## src/rtl/idu_pkg.sv

```systemverilog
// Shared decode constants and the ID/EX payload bundle.
// Op fields are one-hot bit positions inside the decode-info bus.
package idu_pkg;

   localparam logic [2:0] TY_NONE = 3'b000;
   localparam logic [2:0] TY_ALU  = 3'b001;
   localparam logic [2:0] TY_BJP  = 3'b010;
   localparam logic [2:0] TY_AGU  = 3'b011;
   localparam logic [2:0] TY_CSR  = 3'b100;
   localparam logic [2:0] TY_MDU  = 3'b101;

   localparam logic [3:0] IMM_VAL = 4'd10;

   localparam logic [3:0] ALU_ADD  = 4'd0;
   localparam logic [3:0] ALU_SUB  = 4'd1;
   localparam logic [3:0] ALU_XOR  = 4'd2;
   localparam logic [3:0] ALU_SLL  = 4'd3;
   localparam logic [3:0] ALU_SRL  = 4'd4;
   localparam logic [3:0] ALU_SRA  = 4'd5;
   localparam logic [3:0] ALU_OR   = 4'd6;
   localparam logic [3:0] ALU_AND  = 4'd7;
   localparam logic [3:0] ALU_SLT  = 4'd8;
   localparam logic [3:0] ALU_SLTU = 4'd9;
   localparam logic [3:0] ALU_LUI  = 4'd11;

   localparam logic [3:0] BJP_JAL   = 4'd0;
   localparam logic [3:0] BJP_JALR  = 4'd1;
   localparam logic [3:0] BJP_BEQ   = 4'd2;
   localparam logic [3:0] BJP_AUIPC = 4'd8;

   localparam logic [3:0] AGU_LB = 4'd0;
   localparam logic [3:0] AGU_LH = 4'd1;
   localparam logic [3:0] AGU_LW = 4'd2;
   localparam logic [3:0] AGU_LBU = 4'd3;
   localparam logic [3:0] AGU_LHU = 4'd4;
   localparam logic [3:0] AGU_SB = 4'd5;

   localparam logic [3:0] CSR_RW     = 4'd0;
   localparam logic [3:0] SYS_ECALL  = 4'd3;
   localparam logic [3:0] SYS_EBREAK = 4'd4;
   localparam logic [3:0] SYS_MRET   = 4'd5;
   localparam logic [3:0] SYS_FENCE  = 4'd6;

   localparam logic [6:0] OPC_LUI    = 7'b0110111;
   localparam logic [6:0] OPC_AUIPC  = 7'b0010111;
   localparam logic [6:0] OPC_JAL    = 7'b1101111;
   localparam logic [6:0] OPC_JALR   = 7'b1100111;
   localparam logic [6:0] OPC_BRANCH = 7'b1100011;
   localparam logic [6:0] OPC_LOAD   = 7'b0000011;
   localparam logic [6:0] OPC_STORE  = 7'b0100011;
   localparam logic [6:0] OPC_OPIMM  = 7'b0010011;
   localparam logic [6:0] OPC_OP     = 7'b0110011;
   localparam logic [6:0] OPC_FENCE  = 7'b0001111;
   localparam logic [6:0] OPC_SYSTEM = 7'b1110011;

   typedef struct packed {
      logic [31:0] pc;
      logic [31:0] imm;
      logic [31:0] rs1data;
      logic [31:0] rs2data;
      logic [4:0]  rdidx;
      logic [4:0]  rs1idx;
      logic [4:0]  rs2idx;
      logic        rd_en;
      logic        illegal;
      logic [2:0]  typ;
   } id_ex_t;

   function automatic logic [3:0] alu_sel(input logic [2:0] f3);
      logic [3:0] s;
      case (f3)
         3'd0:    s = ALU_ADD;
         3'd1:    s = ALU_SLL;
         3'd2:    s = ALU_SLT;
         3'd3:    s = ALU_SLTU;
         3'd4:    s = ALU_XOR;
         3'd5:    s = ALU_SRL;
         3'd6:    s = ALU_OR;
         default: s = ALU_AND;
      endcase
      return s;
   endfunction

endpackage

```

## src/rtl/idu_dec.sv

```systemverilog
// Combinational RV32I(+M) decoder: type, one-hot op, immediate,
// register usage and the illegal flag.
module idu_dec
   import idu_pkg::*;
#(
   parameter int OP_BITS = 12,
   parameter bit M_EXT   = 1'b0
) (
   input  logic [31:0]        instr,
   output logic [2:0]         typ,
   output logic [OP_BITS-1:0] op,
   output logic [31:0]        imm,
   output logic               rd_en,
   output logic               rs1_en,
   output logic               rs2_en,
   output logic               illegal
);

   logic [6:0]  opc, f7;
   logic [2:0]  f3;
   logic [4:0]  rd;
   logic [31:0] imm_i, imm_s, imm_b, imm_u, imm_j, imm_z;
   logic        ok, use_imm, wr, r1, r2;
   logic [3:0]  sel;
   logic [2:0]  ty;
   logic [31:0] im;

   assign opc   = instr[6:0];
   assign rd    = instr[11:7];
   assign f3    = instr[14:12];
   assign f7    = instr[31:25];
   assign imm_i = {{20{instr[31]}}, instr[31:20]};
   assign imm_s = {{20{instr[31]}}, instr[31:25], instr[11:7]};
   assign imm_b = {{19{instr[31]}}, instr[31], instr[7],
                   instr[30:25], instr[11:8], 1'b0};
   assign imm_u = {instr[31:12], 12'd0};
   assign imm_j = {{11{instr[31]}}, instr[31], instr[19:12],
                   instr[20], instr[30:21], 1'b0};
   // CSR address stays in the top bits, zimm rides in [4:0]
   assign imm_z = {instr[31:20], 15'd0, instr[19:15]};

   always_comb begin
      ok = 1'b0; use_imm = 1'b0; wr = 1'b0;
      r1 = 1'b0; r2 = 1'b0;
      sel = '0; ty = TY_NONE; im = '0;
      unique case (opc)
         OPC_LUI: begin
            ok = 1'b1; ty = TY_ALU; sel = ALU_LUI;
            use_imm = 1'b1; wr = 1'b1; im = imm_u;
         end
         OPC_AUIPC: begin
            ok = 1'b1; ty = TY_BJP; sel = BJP_AUIPC;
            use_imm = 1'b1; wr = 1'b1; im = imm_u;
         end
         OPC_JAL: begin
            ok = 1'b1; ty = TY_BJP; sel = BJP_JAL;
            wr = 1'b1; im = imm_j;
         end
         OPC_JALR: begin
            ok = (f3 == 3'd0); ty = TY_BJP; sel = BJP_JALR;
            use_imm = 1'b1; wr = 1'b1; r1 = 1'b1; im = imm_i;
         end
         OPC_BRANCH: begin
            ok = (f3 != 3'd2) && (f3 != 3'd3);
            ty = TY_BJP; r1 = 1'b1; r2 = 1'b1; im = imm_b;
            sel = (f3[2]) ? {1'b0, f3} : BJP_BEQ + {3'd0, f3[0]};
         end
         OPC_LOAD: begin
            ty = TY_AGU; use_imm = 1'b1; wr = 1'b1;
            r1 = 1'b1; im = imm_i; ok = 1'b1;
            case (f3)
               3'd0:    sel = AGU_LB;
               3'd1:    sel = AGU_LH;
               3'd2:    sel = AGU_LW;
               3'd4:    sel = AGU_LBU;
               3'd5:    sel = AGU_LHU;
               default: ok = 1'b0;
            endcase
         end
         OPC_STORE: begin
            ok = (f3 < 3'd3); ty = TY_AGU; use_imm = 1'b1;
            r1 = 1'b1; r2 = 1'b1; im = imm_s;
            sel = AGU_SB + {2'd0, f3[1:0]};
         end
         OPC_OPIMM: begin
            ty = TY_ALU; use_imm = 1'b1; wr = 1'b1;
            r1 = 1'b1; im = imm_i; ok = 1'b1;
            sel = alu_sel(f3);
            if (f3 == 3'd1) ok = (f7 == 7'h00);
            if (f3 == 3'd5) begin
               ok = (f7 == 7'h00) || (f7 == 7'h20);
               sel = f7[5] ? ALU_SRA : ALU_SRL;
            end
         end
         OPC_OP: begin
            ty = TY_ALU; wr = 1'b1; r1 = 1'b1; r2 = 1'b1;
            if (f7 == 7'h00) begin
               ok = 1'b1; sel = alu_sel(f3);
            end else if (f7 == 7'h20 && (f3 == 3'd0 || f3 == 3'd5)) begin
               ok = 1'b1; sel = f3[2] ? ALU_SRA : ALU_SUB;
            end else if (f7 == 7'h01 && M_EXT) begin
               ok = 1'b1; ty = TY_MDU; sel = {1'b0, f3};
            end
         end
         OPC_FENCE: begin
            ok = (f3 == 3'd0); ty = TY_CSR; sel = SYS_FENCE;
         end
         OPC_SYSTEM: begin
            ty = TY_CSR; im = imm_i;
            sel = CSR_RW + {2'd0, f3[1:0] - 2'd1};
            if (f3 == 3'd0) begin
               ok = 1'b1;
               if (instr == 32'h0000_0073) sel = SYS_ECALL;
               else if (instr == 32'h0010_0073) sel = SYS_EBREAK;
               else if (instr == 32'h3020_0073) sel = SYS_MRET;
               else ok = 1'b0;
            end else if (f3[1:0] != 2'd0) begin
               ok = 1'b1; wr = 1'b1;
               r1 = ~f3[2];
               use_imm = f3[2];
               if (f3[2]) im = imm_z;
            end
         end
         default: ok = 1'b0;
      endcase
   end

   always_comb begin
      op = '0;
      if (ok) begin
         op[sel] = 1'b1;
         op[IMM_VAL] = use_imm;
      end
   end

   assign typ     = ok ? ty : TY_NONE;
   assign imm     = ok ? im : 32'd0;
   assign rd_en   = ok & wr & (rd != 5'd0);
   assign rs1_en  = ok & r1;
   assign rs2_en  = ok & r2;
   assign illegal = ~ok;

endmodule

```

## src/rtl/idu_stage.sv

```systemverilog
// Decode stage: decoder plus ID/EX register with a two-entry skid
// buffer so that upstream ready comes straight from a flop.
module idu_stage
   import idu_pkg::*;
#(
   parameter int INSTR_WIDTH           = 32,
   parameter int DECODE_INFO_BUS_WIDTH = 16,
   parameter int OP_BITS               = 12,
   parameter bit M_EXT                 = 1'b0,
   parameter bit SKID_EN               = 1'b1
) (
   input  logic                             clk_sys,
   input  logic                             rst_sys,
   input  logic                             i_valid,
   output logic                             o_ready,
   input  logic [31:0]                      i_pc,
   input  logic [INSTR_WIDTH-1:0]           i_instr,
   output logic [4:0]                       o_rs1_idx,
   output logic [4:0]                       o_rs2_idx,
   input  logic [31:0]                      i_rs1_data,
   input  logic [31:0]                      i_rs2_data,
   output logic                             o_rs1_en,
   output logic                             o_rs2_en,
   input  logic                             i_id2ex_stall,
   input  logic                             i_id2ex_flush,
   input  logic                             i_ready_e,
   output logic                             o_valid_e,
   output logic [31:0]                      o_pc_e,
   output logic [31:0]                      o_imm_e,
   output logic [31:0]                      o_rs1data_e,
   output logic [31:0]                      o_rs2data_e,
   output logic [4:0]                       o_rdidx_e,
   output logic [4:0]                       o_rs1idx_e,
   output logic [4:0]                       o_rs2idx_e,
   output logic                             o_rd_en,
   output logic                             o_illegal_e,
   output logic [DECODE_INFO_BUS_WIDTH-1:0] o_decode_info_bus
);

   logic [2:0]         d_typ;
   logic [OP_BITS-1:0] d_op;
   logic [31:0]        d_imm;
   logic               d_rd_en, d_rs1_en, d_rs2_en, d_ill;

   idu_dec #(.OP_BITS(OP_BITS), .M_EXT(M_EXT)) u_dec (
      .instr   (i_instr[31:0]),
      .typ     (d_typ),
      .op      (d_op),
      .imm     (d_imm),
      .rd_en   (d_rd_en),
      .rs1_en  (d_rs1_en),
      .rs2_en  (d_rs2_en),
      .illegal (d_ill)
   );

   assign o_rs1_idx = d_rs1_en ? i_instr[19:15] : 5'd0;
   assign o_rs2_idx = d_rs2_en ? i_instr[24:20] : 5'd0;
   assign o_rs1_en  = i_valid & d_rs1_en;
   assign o_rs2_en  = i_valid & d_rs2_en;

   id_ex_t             m_q, s_q, new_e;
   logic [OP_BITS-1:0] m_op, s_op;
   logic               m_v, s_v, dn_rdy, acc, ret;

   assign new_e = '{pc: i_pc, imm: d_imm,
                    rs1data: i_rs1_data, rs2data: i_rs2_data,
                    rdidx: i_instr[11:7],
                    rs1idx: o_rs1_idx, rs2idx: o_rs2_idx,
                    rd_en: d_rd_en, illegal: d_ill, typ: d_typ};

   assign dn_rdy  = i_ready_e & ~i_id2ex_stall;
   assign ret     = m_v & dn_rdy;
   assign o_ready = SKID_EN ? ~s_v : (~m_v | dn_rdy);
   assign acc     = i_valid & o_ready;

   // S only fills while M is held, so M.valid=0 with S.valid=1 never occurs
   always_ff @(posedge clk_sys) begin
      if (rst_sys || i_id2ex_flush) begin
         m_v  <= 1'b0;
         s_v  <= 1'b0;
         m_q  <= '0;
         s_q  <= '0;
         m_op <= '0;
         s_op <= '0;
      end else if (ret) begin
         if (s_v) begin
            m_q  <= s_q;
            m_op <= s_op;
            s_v  <= acc;
            if (acc) begin
               s_q  <= new_e;
               s_op <= d_op;
            end
         end else begin
            m_v <= acc;
            if (acc) begin
               m_q  <= new_e;
               m_op <= d_op;
            end
         end
      end else if (acc) begin
         if (m_v) begin
            s_v  <= 1'b1;
            s_q  <= new_e;
            s_op <= d_op;
         end else begin
            m_v  <= 1'b1;
            m_q  <= new_e;
            m_op <= d_op;
         end
      end
   end

   assign o_valid_e   = m_v;
   assign o_pc_e      = m_q.pc;
   assign o_imm_e     = m_q.imm;
   assign o_rs1data_e = m_q.rs1data;
   assign o_rs2data_e = m_q.rs2data;
   assign o_rdidx_e   = m_q.rdidx;
   assign o_rs1idx_e  = m_q.rs1idx;
   assign o_rs2idx_e  = m_q.rs2idx;
   assign o_rd_en     = m_q.rd_en;
   assign o_illegal_e = m_q.illegal;

   always_comb begin
      o_decode_info_bus = '0;
      o_decode_info_bus[DECODE_INFO_BUS_WIDTH-1 -: 3] = m_q.typ;
      o_decode_info_bus[OP_BITS-1:0] = m_op;
   end

endmodule
```

## config.mk

```make
export PLATFORM = sky130hd
export DESIGN_NAME = idu_stage
export DESIGN_NICKNAME = d
export VERILOG_FILES = /design/src/rtl/idu_pkg.sv /design/src/rtl/idu_dec.sv /design/src/rtl/idu_stage.sv
export SDC_FILE = /design/constraint.sdc
export NUM_CORES = 1
export LEC_CHECK = 0
export ABC_AREA = 0
export ABC_CLOCK_PERIOD_IN_PS = 9700
export CORE_ASPECT_RATIO = 0.6
export CORE_MARGIN = 2
export CORE_UTILIZATION = 54
export DETAILED_ROUTE_END_ITERATION = 7
export PLACE_DENSITY = 0.92
export SETUP_SLACK_MARGIN = 0.3
export SYNTH_ARGS = -nofsm -noshare
export SYNTH_HDL_FRONTEND = slang
export SYNTH_SLANG_ARGS = --single-unit
```

## constraint.sdc

```tcl
create_clock -name clk_sys -period 9.7 [get_ports clk_sys]
set_input_delay 2.91 -clock clk_sys [delete_from_list [all_inputs] [get_ports clk_sys]]
set_output_delay 2.91 -clock clk_sys [all_outputs]
set_load 0.005 [all_outputs]
```

==> reports/summary.txt <==
Status: completed
Met3 Resource Use GR: 10.0%
Pwr dens: 162 nW/µm²
Fin. max-slew vios: 0
Worst Path Arrival: 6.15 ns
Pwr Total: 0.00289 W
Drt pass-1 iters: 6
Commonest non-fill, non-tap cell in the layout: nand2_1
Crit-path cells: clkdlybuf4s50_1 -> inv_1 -> ha_1 -> nor4b_1 -> nand4_1 -> nor4_2 -> nor4_2 -> nor2_1 -> nand2_1 -> inv_1 -> clkdlybuf4s50_1
Max Cap Violations: 0
Slew @ Worst Pin: 1.11 ns
Vias in the first global route: 12700
P_leak: 6.39 nW
DRT Wirelength: 45700 µm
Vias per cell: 6.00
Critical path endpoint category: output pin
Logic pwr share: 11.1%
CTS H-Tree Depth: 1
Async S/R FF share, synth: 0%
Core area: 25100 µm²
Die Footprint: 26700 µm²
Final Setup Violations: 0
Max clock buf depth: 3
# DRC: 0
Setup TNS: 0 ns
Maximum clock rate: 110 MHz
Sw Share: 24.9%
Critical path launch point type: primary input
YS warnings: 0
Starting Density: 54.5%
Setup CP Type: in2out
# fillers: 1943
Post-cts resize count: 0
Slowest stage delay, CP: 0.50 ns
DR WL/cell: 19.7 µm
Synth Area per Inst: 7.79 µm²
Flop2flop setup slack: 6.74 ns
DR vias: 13900
Post-synth EDFFs: 0
Internal Pwr Total: 0.00217 W
Nets: 2106
Top_reg_cell synth: dfxtp_1
Period utilization: 93.4%
Hold endpoint: s_q[37]
Clk root buf: clkbuf_16
Reg-to-reg startpoint: o_valid_e
Slowest stage cell, crit path: clkdlybuf4s50_1
GRT overflow: 0
Slew margin rel.: 25.8%
CP max FO: 6
Port bufs: 307
R2r endpoint: o_rs1data_e[1]
Most frequent cells in the layout: 478 x nand2_1, 322 x dfxtp_1, 307 x clkdlybuf4s50_1, 188 x nor2_1, 160 x a21oi_1
Post-synth cell types: 66
Max VDD drop: 0.145 mV
Hold Crit Class: reg2reg
Final min period: 9.06 ns
Placer Congestion: 0.990
Global Route met2 Usage: 48.3%
GRT Overall Usage: 32.7%
Crit path max-delay family: simple AND/OR/NAND/NOR gates
Hold path depth: 2
Yosys reg bits: 322
Clock Power Share: 41.3%
Layout Skew: 0.0210 ns
Post-route ant nets: 0
Die W: 210 µm
Cts hold-fix bufs: 0
Initial antenna violation count: 0
GR peak layer: met2
IO Pins: 309
Register area share after synthesis: 47.1%
RSZ-0062 raised after global routing: no
M1 GR Usage: 46.2%
Cell row count: 45
CTS tree: yes
Clk sink count: 322
Drt first-iter violations: 1607
Reg clk slew, reported paths: 0.07 ns
Buffers and inverters on the worst path: 4
CTS Buf Count: 30
# diodes: 0
Flop pwr share: 47.6%
Die Span Y: 127 µm
Postcts setup bufs: 0
Largest net degree at the start of global routing: 110
Syn Inst Count: 1757
Hpwl dp: 30700 µm
Layout area overhead: 30.4%
Cell Area, Synth: 13700 µm²
Min-Delay Startpoint: s_q[37]
R2R depth: 5
First-pass GRT wire length: 70000 µm
Final hold violations: 0
Clk_lat worst skew: 0.56 ns
Switch Pwr: 0.000717 W
Syn_nets: 1895
Critical Path RT: 6.79 ns
Layout cells sized above 1: 5.12%
-- cell families (layout without fill, tap and decap cells) --
kind of cell | after synthesis | count (layout) | synth area share (%)
XOR/XNOR | 1 | 1 | 0.0640
adder cells (fa/ha/maj) | 4 | 4 | 0.366
flip-flops | 322 | 322 | 47.1
buffers and inverters | 170 | 405 | 4.89
AO/OA/AOI/OAI | 472 | 472 | 23.2
AND/OR/NAND/NOR | 784 | 784 | 24.1
other | 1 | 1 | 0.0274
multiplexers | 3 | 3 | 0.219
-- metal layers --
metal | wire length [µm] | share of wire [%]
met4 | 1390 | 3.1
met3 | 4770 | 10
met2 | 19400 | 43
met5 | 0 | 0
met1 | 20100 | 44
-- through the flow --
step	cell area (µm²)	util (%)	hold slack [ns]	worst slack, ns	cells
global route	17800	71.1	0.465	0.383	2321
detailed placement	16800	67.0	0.446	0.757	2265
finish	17800	71.1	0.454	0.643	2321
floorplan	13700	-	0.426	2.14	1757
global placement	16800	67.0	0.438	0.773	2265
CTS	17800	71.1	0.453	0.739	2321
-- state kept, by name (all words and copies together), names as in the netlist, 3 cells and up --
name               cells
o_rs2data_e           32
o_rs1data_e           32
o_rdidx_e              5
o_imm_e               32
s_op                  12
o_decode_info_bus      3
s_q                  148
o_rs2idx_e             5
o_pc_e                32
m_op                  12
o_rs1idx_e             5
-- cell type report --
| cell class | instances | area [µm²] | share of cell area (%) |
|---|---|---|---|
| multi-input cells | 1265 | 6650 | 37.3 |
| well taps | 329 | 412 | 2.31 |
| inverters | 18 | 67.6 | 0.379 |
| repair buffers | 331 | 3250 | 18.2 |
| flip-flops and latches | 322 | 6450 | 36.1 |
| clock inverters | 20 | 196 | 1.10 |
| clock buffers | 36 | 823 | 4.61 |
-- worst max-delay path by stage --
| stage | start | to | slack [ns] | depth (start not counted) |
|---|---|---|---|---|
| 6_report | i_instr[13] | o_rs2_idx[1] | 0.64 | 11 |
| 5_1_grt | i_instr[13] | o_rs2_idx[1] | 0.38 | 11 |
| 4_1_cts | i_instr[13] | o_rs2_idx[4] | 0.74 | 11 |
| 3_5_place_dp | i_instr[13] | o_rs2_idx[4] | 0.76 | 11 |
| 3_3_place_gp | i_instr[13] | o_rs2_idx[4] | 0.77 | 11 |
| 2_1_floorplan | i_instr[12] | o_rs1_en | 2.14 | 10 |
-- worst register-to-register path, delay by kind of cell, from the launching register on --
family / cells / cell delay (ns)
flip-flops: 1 / 0.52
buffers and inverters: 1 / 0.96
AO/OA/AOI/OAI: 2 / 0.95
AND/OR/NAND/NOR: 2 / 0.43
-- cells in the mapped netlist (3+ instances only) --
cell | n | area [µm²]
and3_1 | 9 | 56.3
a311oi_1 | 101 | 885
nor2b_1 | 9 | 56.3
nand3_1 | 21 | 105
dfxtp_1 | 322 | 6450
a21o_1 | 16 | 120
clkbuf_1 | 134 | 503
and3b_1 | 3 | 26.3
nand2_1 | 478 | 1790
nand3b_1 | 5 | 37.5
a22oi_1 | 30 | 225
buf_2 | 10 | 50.1
nor3_1 | 17 | 85.1
ha_1 | 4 | 50.1
a21oi_1 | 160 | 801
o221ai_1 | 12 | 105
nor4_1 | 4 | 25.0
inv_1 | 18 | 67.6
or3_1 | 5 | 31.3
buf_1 | 5 | 18.8
a32oi_1 | 5 | 43.8
nand2b_1 | 8 | 50.1
or4_1 | 4 | 30.0
a221oi_1 | 30 | 263
a31oi_1 | 5 | 31.3
a22o_1 | 13 | 114
o32ai_1 | 3 | 26.3
nor3_2 | 3 | 30.0
and4b_1 | 3 | 30.0
o21ai_0 | 73 | 365
a211oi_1 | 3 | 22.5
nor2_1 | 189 | 709
nand4_1 | 3 | 18.8
o31ai_1 | 3 | 22.5
and2_1 | 7 | 43.8
mux2i_1 | 3 | 30.0
-- power by group through the flow --
stage	clock [W]	combinational [W]	sequential, W
finish	0.00119	0.000320	0.00137
CTS	0.00121	0.000315	0.00137
detailed placement	0	0.000313	0.00140
global route	0.00127	0.000344	0.00138
floorplan	0	0.000140	0.00140
global placement	0	0.000308	0.00140
Note: power is estimated with default switching activity, not from simulation.
